### src/rtl/shift_reg_ctrl_pkg.sv
// shift_reg_ctrl_pkg
// Shared encodings for the shift register command sequencer:
//   OP_*  : command opcodes on cmd_op
//   S_*   : mode-select values driven on s to the 4-bit universal shift register
//   state_t : sequencer state encoding
package shift_reg_ctrl_pkg;

    localparam logic [1:0] OP_LOAD = 2'b00;
    localparam logic [1:0] OP_SHU  = 2'b01;
    localparam logic [1:0] OP_SHD  = 2'b10;
    localparam logic [1:0] OP_ROT  = 2'b11;

    localparam logic [1:0] S_HOLD  = 2'b00;
    localparam logic [1:0] S_UP    = 2'b01;
    localparam logic [1:0] S_DOWN  = 2'b10;
    localparam logic [1:0] S_LOAD  = 2'b11;

    typedef enum logic [1:0] {
        ST_IDLE  = 2'd0,
        ST_LOAD  = 2'd1,
        ST_SHIFT = 2'd2,
        ST_DONE  = 2'd3
    } state_t;

endpackage

### src/rtl/shift_reg_ctrl_step_cnt.sv
// shift_step_cnt
// 3-bit loadable down-counter tracking the remaining shift steps.
// Ports:
//   i_clk   clock
//   i_rst   synchronous active-high reset
//   i_load  load i_cnt (takes priority over i_dec)
//   i_cnt   step count to load
//   i_dec   decrement by one (saturates at zero)
//   o_last  count equals 1, i.e. the current step is the final one
module shift_step_cnt (
    input  logic       i_clk,
    input  logic       i_rst,
    input  logic       i_load,
    input  logic [2:0] i_cnt,
    input  logic       i_dec,
    output logic       o_last
);

    logic [2:0] r_cnt;

    always_ff @(posedge i_clk) begin
        if (i_rst) begin
            r_cnt <= 3'd0;
        end else if (i_load) begin
            r_cnt <= i_cnt;
        end else if (i_dec && (r_cnt != 3'd0)) begin
            r_cnt <= r_cnt - 3'd1;
        end
    end

    assign o_last = (r_cnt == 3'd1);

endmodule

### src/rtl/shift_reg_ctrl.sv
// shift_reg_ctrl
// Command sequencer for a 4-bit universal shift register. Accepts one command
// per valid/ready handshake, drives mode select / serial / parallel inputs for
// the required number of cycles, then pulses done with the register contents.
// Optional feature macro: SHIFT_REG_CTRL_ROT_EN (op 11 rotates toward q[3];
// when undefined op 11 completes immediately with err).
// Ports:
//   clk, reset            clock and synchronous active-high reset
//   cmd_valid/cmd_ready   command handshake
//   cmd_op/cnt/data/fill  command fields, latched on acceptance
//   q                     register contents fed back
//   s, sr, sl, p          register control inputs
//   busy, done, err       status; done/err are one-cycle pulses
//   result                q at done, held until the next done
module shift_reg_ctrl
    import shift_reg_ctrl_pkg::*;
(
    input  logic       clk,
    input  logic       reset,
    input  logic       cmd_valid,
    output logic       cmd_ready,
    input  logic [1:0] cmd_op,
    input  logic [2:0] cmd_cnt,
    input  logic [3:0] cmd_data,
    input  logic       cmd_fill,
    input  logic [3:0] q,
    output logic [1:0] s,
    output logic       sr,
    output logic       sl,
    output logic [3:0] p,
    output logic       busy,
    output logic       done,
    output logic       err,
    output logic [3:0] result
);

    state_t     r_state;
    logic [1:0] r_op;
    logic       r_fill;
    logic [1:0] r_s;
    logic [3:0] r_p;
    logic       r_done;
    logic       r_err;
    logic [3:0] r_result;

    logic       w_accept;
    logic       w_last;
    logic       w_rot_en;
    logic       w_bad_op;
    logic [1:0] w_shift_s;

`ifdef SHIFT_REG_CTRL_ROT_EN
    assign w_rot_en = 1'b1;
`else
    assign w_rot_en = 1'b0;
`endif

    assign cmd_ready = (r_state == ST_IDLE) && !reset;
    assign w_accept  = cmd_valid && cmd_ready;

    // Unsupported rotate skips straight to DONE without touching the register.
    assign w_bad_op  = (cmd_op == OP_ROT) && !w_rot_en;
    assign w_shift_s = (cmd_op == OP_SHD) ? S_DOWN : S_UP;

    shift_step_cnt u_step_cnt (
        .i_clk  (clk),
        .i_rst  (reset),
        .i_load (w_accept),
        .i_cnt  (cmd_cnt),
        .i_dec  (r_state == ST_SHIFT),
        .o_last (w_last)
    );

    always_ff @(posedge clk) begin
        if (reset) begin
            r_state  <= ST_IDLE;
            r_op     <= OP_LOAD;
            r_fill   <= 1'b0;
            r_s      <= S_HOLD;
            r_p      <= 4'd0;
            r_done   <= 1'b0;
            r_err    <= 1'b0;
            r_result <= 4'd0;
        end else begin
            r_done <= 1'b0;
            r_err  <= 1'b0;
            case (r_state)
                ST_IDLE: begin
                    if (w_accept) begin
                        r_op   <= cmd_op;
                        r_fill <= cmd_fill;
                        r_p    <= cmd_data;
                        if (cmd_op == OP_LOAD) begin
                            r_state <= ST_LOAD;
                            r_s     <= S_LOAD;
                        end else if (w_bad_op || (cmd_cnt == 3'd0)) begin
                            r_state <= ST_DONE;
                            r_done  <= 1'b1;
                            r_err   <= w_bad_op;
                        end else begin
                            r_state <= ST_SHIFT;
                            r_s     <= w_shift_s;
                        end
                    end
                end
                ST_LOAD: begin
                    r_state <= ST_DONE;
                    r_s     <= S_HOLD;
                    r_done  <= 1'b1;
                end
                ST_SHIFT: begin
                    if (w_last) begin
                        r_state <= ST_DONE;
                        r_s     <= S_HOLD;
                        r_done  <= 1'b1;
                    end
                end
                ST_DONE: begin
                    r_result <= q;
                    r_state  <= ST_IDLE;
                end
                default: begin
                    r_state <= ST_IDLE;
                    r_s     <= S_HOLD;
                end
            endcase
        end
    end

    // Serial inputs follow the latched fill; rotate feeds q[3] back into q[0].
    always_comb begin
        sr = 1'b0;
        sl = 1'b0;
        if (r_state == ST_SHIFT) begin
            case (r_op)
                OP_SHU:  sr = r_fill;
                OP_SHD:  sl = r_fill;
                OP_ROT:  sr = w_rot_en & q[3];
                default: ;
            endcase
        end
    end

    assign s    = r_s;
    assign p    = r_p;
    assign busy = (r_state != ST_IDLE);
    assign done = r_done;
    assign err  = r_err;
    // During the done cycle q already holds the final value, so present it
    // directly; the registered copy takes over afterwards.
    assign result = r_done ? q : r_result;

endmodule

### config.mk
export PLATFORM = sky130hd
export DESIGN_NAME = shift_reg_ctrl
export DESIGN_NICKNAME = d
export VERILOG_FILES = /design/src/rtl/shift_reg_ctrl_pkg.sv /design/src/rtl/shift_reg_ctrl_step_cnt.sv /design/src/rtl/shift_reg_ctrl.sv
export SDC_FILE = /design/constraint.sdc
export NUM_CORES = 1
export LEC_CHECK = 0
export ABC_AREA = 1
export BUFFER_PORTS_ARGS = -buffer_cell sky130_fd_sc_hd__buf_2
export CAP_MARGIN = 10
export CORE_UTILIZATION = 45
export DETAILED_ROUTE_END_ITERATION = 12
export PLACE_DENSITY = 0.7
export SYNTH_ARGS = -nofsm -noshare
export SYNTH_HDL_FRONTEND = slang
export SYNTH_SLANG_ARGS = --single-unit
### constraint.sdc
create_clock -name clk -period 2.12 [get_ports clk]
set_input_delay 0.212 -clock clk [delete_from_list [all_inputs] [get_ports clk]]
set_output_delay 0.212 -clock clk [all_outputs]
set_load 0.1 [all_outputs]
# --- Yosys cells after proc, flatten, opt, wreduce, memory -nomap -nowiden ---
# Cells that the tools add are included.
op_classes:
  addsub: 1
  mux: 23
  n_eq_ne: 11
  n_bitwise: 3
  n_reduce_logical: 16
op_table:
  columns: ["op", "n"]
  rows:
  - ["2-to-1 mux 2 bit", 8]
  - ["equality test 2 bit (second input constant)", 5]
  - ["2-to-1 mux 1 bit", 9]
  - ["one-hot mux 2 bit (4 select lines)", 1]
  - ["2-to-1 mux 3 bit", 2]
  - ["one-hot mux 2 bit (3 select lines)", 1]
  - ["nonzero test 3 bit", 2]
  - ["OR reduction 5 bit", 1]
  - ["equality test 2 x 1 -> 1 bit (second input constant)", 2]
  - ["zero test 2 bit", 2]
  - ["2-to-1 mux 4 bit", 1]
  - ["AND reduction 2 bit", 2]
  - ["AND reduction 4 bit", 1]
  - ["nonzero test 2 bit", 2]
  - ["equality test 3 x 1 -> 1 bit (second input constant)", 1]
  - ["logical AND 1 bit", 3]
  - ["zero test 3 bit", 1]
  - ["inequality test 3 bit (second input constant)", 1]
  - ["NOT 1 bit", 3]
  - ["one-hot mux 1 bit (3 select lines)", 1]
  - ["subtractor 3 x 1 -> 3 bit (second input constant)", 1]
  - ["inequality test 2 x 1 -> 1 bit (second input constant)", 1]
  - ["inequality test 2 bit (second input constant)", 1]
  - ["zero test 1 bit", 1]
  - ["logical OR 1 bit", 1]
word_totals:
  reg_bits: 20
  out_inout_bits: 16
  wordCells: 63
  input_bits: 17

# --- Logic depth before layout (Yosys ltp) ---
# Gate-level depths: netlist of run 1.
logic_depth:
  depth_word: 6
  ltp_mapped: 10
  ltp_nobuf: 10

# --- Modules after synthesis ---
# Synthesis of run 1 repeated with hierarchy kept, for this count alone.
hier_totals:
  cells_unflattened: 157
  area_unflattened_um2: 1118.6
by_module_without_submodules:
  columns: ["module", "seq_area_each_um2", "area_per_inst_um2", "cells_each", "instances"]
  rows:
  - ["shift_reg_ctrl", 340.3, 887.1, 123, 1]
  - ["shift_step_cnt", 60.1, 231.5, 34, 1]

# --- Worst setup path before layout of run 1 ---
# Ideal clock, no wire load.
synth_path:
  kind: "reg-to-output"
  start: "register r_state[0]"
  end: "output port sl"
  path_slack_ns: -1.598
  arrival_ns: 3.506
  path_stages_with_launch: 5
  n_path_buf: 0
  t_required_ns: 1.908
  path_cell_list: "dfxtp_1 inv_1 ha_1 inv_1 nor4_1"
synth_between:
  elab_chain_cells: 2
synth_rtl:
  columns: ["item", "line_no", "rtl"]
  rows:
  - ["start: declaration", "shift_reg_ctrl.sv:37", "state_t r_state;"]
  - ["start signal: assignment", "shift_reg_ctrl.sv:76", "r_state <= ST_IDLE;"]
  - ["start signal: assignment", "shift_reg_ctrl.sv:94", "r_state <= ST_LOAD;"]
  - ["start signal: assignment", "shift_reg_ctrl.sv:97", "r_state <= ST_DONE;"]
  - ["equality test 2 bit", "shift_reg_ctrl.sv:134", "if (r_state == ST_SHIFT) begin"]
  - ["2-to-1 mux 1 bit", "shift_reg_ctrl.sv:134", null]
  - ["end: declaration", "shift_reg_ctrl.sv:29", "output logic sl,"]
# No other way between the ends.

# --- Final worst setup path of run 1 ---
# Same ends and word-level chain as after synthesis.

==> flow_summary.json, run 1 <==
{
  "cp.buffers_inverters": 3,
  "grt_setup_unrepaired": "no",
  "post-route-period-util_pct": 91.4,
  "final_util_pct": 59.2,
  "place_hpwl_um": 1720,
  "total_power_mw": 2.12,
  "io_pins": 33,
  "num_antenna_cells": 0,
  "critical_path_class": "flip-flop to output pin",
  "cts_resized": 0,
  "cp.arrival_ns": 1.73,
  "synth.distinct_cells": 23,
  "wl_per_cell_um": 10.5,
  "area.growth.synth_to_final_pct": 22.2,
  "core_area_um2": 2230,
  "crit_path_start_kind": "flip-flop",
  "p_int_uw": 941,
  "seqCellArea_um2": 400,
  "cp_max_fo": 4,
  "fp.dieH_um": 51.0,
  "synth.cell_area_um2": 1080,
  "syn_area_per_cell_um2": 7.36,
  "multi_input_area_um2": 581,
  "grt_max_degree": 20,
  "cpPeakStageDelay_ns": 0.45,
  "outcome": "finished clean",
  "cts_tree": "done",
  "drv_slew": 0,
  "antenna_left": 0,
  "grt_usage_pct": 18.8,
  "grt_pass1_vias": 903,
  "fin_worst_skew_ns": 0.00686,
  "fillers": 206,
  "via_per_inst": 4.88,
  "die-area_um2": 2610,
  "postSynth.asyncResetShare_pct": 0,
  "critPathTopFamily": "buffers and inverters",
  "row_count": 17,
  "cts_sinks": 20,
  "cap_violations": 0,
  "cts_setup_buffers": 0,
  "vias": 1020,
  "pwr-share-clk_pct": 14.6,
  "clock_latency_ns": 0.30,
  "swShare_pct": 55.6,
  "fin_nets": 208,
  "synth_edf_count": 0,
  "initial_utilization_pct": 48.5,
  "pwr-share-comb_pct": 59.8,
  "hold-worst-slack_ns": 0.0935,
  "hold_viol": 0,
  "drt-initial-drc-count": 20,
  "holdCritStartpoint": "cmd_data[3]",
  "io_buffers": 32,
  "postCtsHoldBufs": 0,
  "power_leakage_nw": 0.660,
  "drive_gt1_share_pct": 28.7,
  "tightest_slew_ns": 0.481,
  "drc": 0,
  "relSlewSlack_pct": 67.9,
  "synthCells": 147,
  "setup_violations": 0,
  "clk_path_buf_depth": 2,
  "reg2reg_from": "r_state[0]$_SDFFE_PP0P_",
  "globalplace.congestion": 0.758,
  "root_buffer": "clkbuf_4",
  "period_needed_ns": 1.94,
  "fin_cells": 209,
  "endpoint_kind": "output pin",
  "power.density_nw_per_um2": 1600,
  "cp_slowest_cell": "buf_2",
  "grt-ovfl-total": 0,
  "crit_start": "r_state[0]$_SDFFE_PP0P_",
  "syn_nets": 173,
  "htreeDepth": 1,
  "peakVddDrop_mv": 0.889,
  "placed_cells": 205,
  "dieWidth_um": 51.0,
  "seq_power_share_pct": 25.6,
  "ys_seq_elements": 20,
  "yosysWarnings": 0,
  "grt_pass1_wl_um": 3730,
  "antenna_found_initial": 0,
  "ys.flop_type": "dfxtp_1",
  "drt-total-wl_um": 2190,
  "tns_ns": 0,
  "numCtsBuffers": 3,
  "firstDrtPassIters": 4,
  "seq_area_frac_synth_pct": 37.0,
  "required_ns": 1.91,
  "crit_chain": "inv_1, ha_1, inv_1, nor4_4, buf_2",
  "clkSlewWorstSetupHoldPaths_ns": 0.12,
  "p_switching_mw": 1.18,
  "min_path_type": "input pin to flip-flop",
  "max_freq_mhz": 516,
  "cpMostUsedCell": "inv_1"
}
routing by layer:
layer	track usage (%)	share of wire [%]	up-vias
li1	-	-	533
met1	22.7	45	461
met2	32.2	50	20
met3	3.57	4.0	6
met4	7.87	1.4	0
met5	0	0	-
flip-flops by register name, indices dropped and copies added, names as in the netlist:
register and flops:
r_state 2, s 2, err 1, r_result 4, r_fill 1, done 1, r_op 2, p 4
u_step_cnt.r_cnt 3
final timing paths:
path	endpoint	slack, ns	cells after the start
worst max register to register	u_step_cnt.r_cnt[0]$_SDFFE_PP0P_	0.58	8
worst max-delay path	sl	0.18	5
worst min register to register	r_result[1]$_SDFFE_PP0N_	0.47	2
worst min-delay path	p[3]$_SDFFE_PP0P_	0.09	3
cells in the mapped netlist, types with 2 or more instances:
library cell / n / share of area [%]
nor2_1: 9 / 3.1
dfxtp_1: 20 / 37
a21oi_1: 12 / 5.5
inv_1: 21 / 7.3
nand2_1: 30 / 10
nand2_2: 2 / 1.2
nand2_4: 2 / 2.1
inv_2: 4 / 1.4
ha_1: 9 / 10
o21ai_2: 2 / 1.6
o21ai_0: 16 / 7.4
nand3_1: 9 / 4.2
logic make-up after synthesis:
logic type	synth area share (%)
buffers and inverters	11.0
DFF	37.0
and+or+nand+nor	23.7
adders and majority gates	10.4
AOI/OAI and AO/OA	17.1
xor gates and xnor gates	0.809
final cells by class:
cell class / instances / area share [%]
Tap cell: 28 / 2.65
Sequential cell: 20 / 30.3
Timing Repair Buffer: 32 / 12.1
Multi-Input combinational cell: 100 / 43.9
Clock inverter: 1 / 2.27
Inverter: 25 / 7.10
Clock buffer: 3 / 1.70
cells in the final DEF, fill, tap and decap left out:
| cell | instances |
|---|---|
| buf_2 | 32 |
| nand2_1 | 30 |
| inv_1 | 21 |
| dfxtp_1 | 20 |
| o21ai_0 | 12 |
| a21oi_1 | 12 |
| nand3_1 | 9 |
| ha_1 | 9 |
| nor2_1 | 8 |
| o21ai_1 | 5 |
| inv_2 | 4 |
| clkbuf_4 | 3 |
| nor2_2 | 2 |
| nand2_4 | 2 |
| o21ai_2 | 2 |
| nand2_2 | 2 |
| nor4_4 | 1 |
| nor2_4 | 1 |
| xnor2_1 | 1 |
| o211ai_1 | 1 |
| a21oi_2 | 1 |
| or2_2 | 1 |
| a31oi_1 | 1 |
| bufinv_16 | 1 |
through the flow:
step	instance area, um^2	worst slack [ns]
floorplan	1100	-0.311
global placement	1270	0.569
detailed placement	1270	0.507
CTS	1320	0.156
global route	1320	0.0373
finish	1320	0.183
tightest hold or removal path, cell delays in order:
cell     delay, ns
buf_2         0.07
nand2_1       0.04
nand2_1       0.05
power by group through the flow:
stage          clock [mW]  sequential [mW]  combinational (mW)
2_1_floorplan           0            0.808               0.818
3_3_place_gp            0            0.545                1.24
3_5_place_dp            0            0.553                1.27
4_1_cts             0.318            0.545                1.27
5_1_grt             0.329            0.560                1.38
6_report            0.309            0.544                1.27
Power figures use the tool's default switching activity.
==> inputs of run 2 (changes only) <==
SYNTH_HIERARCHICAL = 1   (was not set)
==> flow_summary.json, run 2 <==
{
  "outcome": "finished clean",
  "fin_nets": 218,
  "fin_ws_ns": 0.125,
  "fp.dieH_um": 51.9,
  "synth_edf_count": 0,
  "io_buffers": 32,
  "min_to": "p[1]$_SDFFE_PP0P_",
  "antenna_left": 0,
  "grt-ovfl-total": 0,
  "holdCritStartpoint": "cmd_data[1]",
  "synth_top_cell_by_area": "dfxtp_1",
  "grt_pass1_vias": 950,
  "root_buffer": "clkbuf_4",
  "synth.distinct_cells": 18,
  "cts_setup_buffers": 0,
  "antenna_found_initial": 0,
  "clk_path_buf_depth": 2,
  "yosys-top-cells-count": "nand2_1, inv_1, dfxtp_1",
  "max_freq_mhz": 501,
  "grt_max_degree": 17,
  "core_area_um2": 2280,
  "tightest_slew_ns": 0.497,
  "synth.cell_area_um2": 1120,
  "synth_area_leaders": "dfxtp_1, nand2_1, ha_1",
  "pwr-share-comb_pct": 65.1,
  "drt-initial-drc-count": 10,
  "syn_area_per_cell_um2": 7.12,
  "fillers": 218,
  "period_needed_ns": 2.00,
  "seq_area_frac_synth_pct": 35.8,
  "relSlewSlack_pct": 67.1,
  "place_hpwl_um": 1890,
  "grt_pass1_wl_um": 3840,
  "htreeDepth": 1,
  "cts_sinks": 20,
  "cp.arrival_ns": 1.78,
  "seq_power_share_pct": 26.3,
  "postSynth.asyncResetShare_pct": 0,
  "dieWidth_um": 51.9,
  "power.density_nw_per_um2": 1550,
  "peakVddDrop_mv": 1.13,
  "pwr-share-clk_pct": 8.6,
  "grt_setup_unrepaired": "no",
  "setup_violations": 0,
  "synthCells": 157,
  "cts_tree": "done",
  "vias": 1073,
  "reg2reg_from": "r_state[0]$_SDFFE_PP0P_",
  "cp_max_fo": 4,
  "final_cell_mix": "nand2_1, buf_2, inv_1",
  "critical_path_class": "flip-flop to output pin",
  "syn_nets": 183,
  "drive_gt1_share_pct": 30.5,
  "hold_depth": 3,
  "die-area_um2": 2690,
  "yosysWarnings": 6,
  "ys_seq_elements": 20,
  "reg2reg_depth": 11,
  "area.growth.synth_to_final_pct": 21.0,
  "via_per_inst": 4.92,
  "clkSlewWorstSetupHoldPaths_ns": 0.11,
  "post-route-period-util_pct": 94.1,
  "r2r_end": "u_step_cnt/r_cnt[2]$_SDFFE_PP0P_",
  "fin_worst_skew_ns": 0.00247,
  "p_int_uw": 857,
  "r2r_slack_ns": 0.41,
  "endpoint_kind": "output pin",
  "drv_slew": 0,
  "drt-total-wl_um": 2300,
  "num_antenna_cells": 0,
  "cap_violations": 0,
  "p_switching_mw": 1.24,
  "swShare_pct": 59.1,
  "globalplace.congestion": 0.808,
  "yosysMostFrequentCell": "nand2_1",
  "clock_latency_ns": 0.30,
  "drc": 0,
  "final_util_pct": 59.5,
  "power_leakage_nw": 0.694,
  "ys.flop_type": "dfxtp_1",
  "dp_slack_ns": 0.427,
  "tns_ns": 0,
  "grt_usage_pct": 19.0,
  "wl_per_cell_um": 10.6,
  "row_count": 17,
  "io_pins": 33,
  "cts_resized": 0,
  "firstDrtPassIters": 4,
  "initial_utilization_pct": 49.1,
  "crit_path_start_kind": "flip-flop",
  "numCtsBuffers": 3,
  "postCtsHoldBufs": 0,
  "min_path_type": "input pin to flip-flop",
  "synth.top_cell.area_share_pct": 35.8,
  "hold_viol": 0,
  "required_ns": 1.91
}
[run 2: cell type report]
class | count | area [um^2] | share of cell area [%]
Clock buffer | 3 | 22.5 | 1.66
Inverter | 28 | 108 | 7.95
Multi-Input combinational cell | 107 | 628 | 46.4
Sequential cell | 20 | 400 | 29.6
Tap cell | 28 | 35.0 | 2.59
Timing Repair Buffer | 32 | 160 | 11.8
[run 2: worst max-delay path by stage]
stage,cells past startpoint,end,startpoint
2_1_floorplan,11,u_step_cnt/r_cnt[2]$_SDFFE_PP0P_,r_state[0]$_SDFFE_PP0P_
3_3_place_gp,5,sr,r_state[0]$_SDFFE_PP0P_
3_5_place_dp,11,u_step_cnt/r_cnt[2]$_SDFFE_PP0P_,r_state[0]$_SDFFE_PP0P_
4_1_cts,5,sr,r_state[0]$_SDFFE_PP0P_
5_1_grt,5,sr,r_state[0]$_SDFFE_PP0P_
6_report,5,sr,r_state[0]$_SDFFE_PP0P_
[run 2: power groups by stage]
stage | registers, mW | logic (mW) | clock network, mW
floorplan | 0.812 | 0.905 | 0
global placement | 0.552 | 1.34 | 0
detailed placement | 0.557 | 1.37 | 0
CTS | 0.550 | 1.37 | 0.186
global route | 0.562 | 1.47 | 0.198
finish | 0.549 | 1.36 | 0.180
[run 2: routing by layer]
metal / wire [um] / share of wire [%] / global-route usage (%)
met5: 0 / 0 / 0
met4: 25 / 1.1 / 5.41
met3: 78 / 3.4 / 2.92
met2: 1070 / 46 / 31.8
met1: 1130 / 49 / 24.8
[run 2: cells by family after synthesis]
| family | synth area share [%] |
|---|---|
| AO/OA/AOI/OAI | 14.3 |
| adder cells (fa/ha/maj) | 10.1 |
| buffers and inverters | 11.6 |
| AND/OR/NAND/NOR | 28.2 |
| flip-flops | 35.8 |
[run 2: worst max-delay path, cell delays in order (launching register included)]
cell and delay (ns):
dfxtp_1 0.36, inv_1 0.14, ha_1 0.27, inv_1 0.13, nor4_4 0.13, buf_2 0.46
[run 2: per-stage QoR]
| step | cell area (um^2) | hold slack [ns] | cells | power (mW) |
|---|---|---|---|---|
| detailed placement | 1330 | 0.412 | 215 | 1.92 |
| CTS | 1350 | 0.0989 | 218 | 2.11 |
| finish | 1350 | 0.100 | 218 | 2.09 |
| floorplan | 1160 | 0.281 | 157 | 1.72 |
| global placement | 1330 | 0.409 | 215 | 1.89 |
| global route | 1350 | 0.124 | 218 | 2.23 |
==> inputs of run 3 (changes only) <==
clock period = 2.2 ns   (was 2.12 ns; I/O delays follow)
==> flow_summary.json, run 3 (synthesis gave the netlist of run 2 again) <==
{
  "globalplace.congestion": 0.822,
  "period_needed_ns": 1.97,
  "cap_violations": 0,
  "root_buffer": "clkbuf_4",
  "io_buffers": 32,
  "fin_nets": 219,
  "final_cell_mix": "nand2_1, buf_2, inv_1",
  "cts_sinks": 20,
  "r2r_slack_ns": 0.60,
  "fp.dieH_um": 51.9,
  "clock_latency_ns": 0.30,
  "cp.depth": 5,
  "post-route-period-util_pct": 89.7,
  "cp_slowest_cell": "buf_2",
  "vias": 1094,
  "max_freq_mhz": 507,
  "min_path_type": "input pin to flip-flop",
  "min_to": "p[2]$_SDFFE_PP0P_",
  "htreeDepth": 1,
  "required_ns": 1.98,
  "clk_path_buf_depth": 2,
  "holdCritStartpoint": "cmd_data[2]",
  "setup_violations": 0,
  "grt_setup_unrepaired": "no",
  "postCtsHoldBufs": 0,
  "grt-ovfl-total": 0,
  "cts_resized": 0,
  "firstDrtPassIters": 4,
  "via_per_inst": 5.00,
  "reg2reg_from": "r_state[0]$_SDFFE_PP0P_",
  "cpMostUsedCell": "inv_1",
  "antenna_found_initial": 0,
  "relSlewSlack_pct": 68.0,
  "endpoint_kind": "output pin",
  "hold_viol": 0,
  "cp.arrival_ns": 1.75,
  "initial_utilization_pct": 49.1,
  "antenna_left": 0,
  "place_area_um2": 1330,
  "drive_gt1_share_pct": 30.4,
  "cpPeakStageDelay_ns": 0.46,
  "tns_ns": 0,
  "num_antenna_cells": 0,
  "reg2reg_depth": 9,
  "clkSlewWorstSetupHoldPaths_ns": 0.11,
  "row_count": 17,
  "grt_usage_pct": 20.3,
  "cp_max_fo": 4,
  "numCtsBuffers": 3,
  "tightest_slew_ns": 0.479,
  "r2r_end": "s[0]$_SDFFE_PP0P_",
  "final_common_cell": "nand2_1",
  "drt-initial-drc-count": 19,
  "core_area_um2": 2280,
  "dieWidth_um": 51.9,
  "grt_pass1_vias": 963,
  "peakVddDrop_mv": 1.11,
  "fin_worst_skew_ns": 0.00374,
  "io_pins": 33,
  "critPathTopFamily": "buffers and inverters",
  "power_leakage_nw": 0.698,
  "place_hpwl_um": 1850,
  "grt_max_degree": 17,
  "area.growth.synth_to_final_pct": 21.3,
  "cp.buffers_inverters": 3,
  "drv_slew": 0,
  "cts_setup_buffers": 0,
  "grt_pass1_wl_um": 4080,
  "die-area_um2": 2690,
  "drt-total-wl_um": 2400,
  "hold_depth": 3,
  "wl_per_cell_um": 11.0,
  "drc": 0,
  "stdcell_area_um2": 1360,
  "power.density_nw_per_um2": 1490,
  "crit_path_start_kind": "flip-flop",
  "outcome": "finished clean",
  "critical_path_class": "flip-flop to output pin",
  "cts_tree": "done",
  "crit_chain": "inv_1, ha_1, inv_1, nor4_4, buf_2"
}
run 3: cell types whose count changed in the layout (fill, tap and decap cells not counted), sizes merged:
cell / delta
buf: +1
run 3: metal layers:
| layer | GRT usage [%] | up-vias | wire, um |
|---|---|---|---|
| met5 | 0 | - | 0 |
| li1 | - | 564 | - |
| met3 | 6.14 | 3 | 101 |
| met1 | 24.0 | 502 | 1120 |
| met2 | 35.7 | 25 | 1170 |
| met4 | 4.05 | 0 | 11 |
run 3: worst register-to-register path, cell delays in order (launching register included):
cell	delay, ns
dfxtp_1	0.40
inv_1	0.11
ha_1	0.26
inv_1	0.16
or2_4	0.15
nand2_2	0.08
nor2_2	0.14
nand3_2	0.07
nand2_1	0.08
nor2_2	0.04
run 3: stage by stage:
| step | instances | total power [mW] | utilization, % | setup WS (ns) | hold slack, ns |
|---|---|---|---|---|---|
| after CTS | 219 | 2.02 | 59.6 | 0.221 | 0.103 |
| after global placement | 216 | 1.82 | 58.6 | 0.599 | 0.415 |
| after floorplan | 157 | 1.64 | - | 0.0205 | 0.289 |
| final | 219 | 2.01 | 59.6 | 0.227 | 0.105 |
| after global routing | 219 | 2.15 | 59.6 | 0.118 | 0.107 |
| after detailed placement | 216 | 1.84 | 58.6 | 0.565 | 0.422 |
run 3: where the power goes:
part	leakage, nW	switching (mW)	internal [mW]
combinational	0.520	1.01	0.304
sequential	0.164	0.0740	0.456
clock	0.0138	0.109	0.0639
total	0.698	1.19	0.824
run 3: worst max-delay path by stage:
stage	from	endpoint	slack (ns)
after global routing	r_state[0]$_SDFFE_PP0P_	sr	0.12
after detailed placement	r_state[0]$_SDFFE_PP0P_	sr	0.56
after floorplan	r_state[0]$_SDFFE_PP0P_	u_step_cnt/r_cnt[2]$_SDFFE_PP0P_	0.02
final	r_state[0]$_SDFFE_PP0P_	sr	0.23
after CTS	r_state[0]$_SDFFE_PP0P_	sr	0.22
after global placement	r_state[0]$_SDFFE_PP0P_	sr	0.60
run 3: layout make-up:
class | count | area [um^2]
tap | 28 | 35.0
fill | 226 | 920
clock buffer | 3 | 22.5
multi-input combinational | 107 | 626
inverter | 28 | 105
sequential | 20 | 400
timing repair buffer | 33 | 168
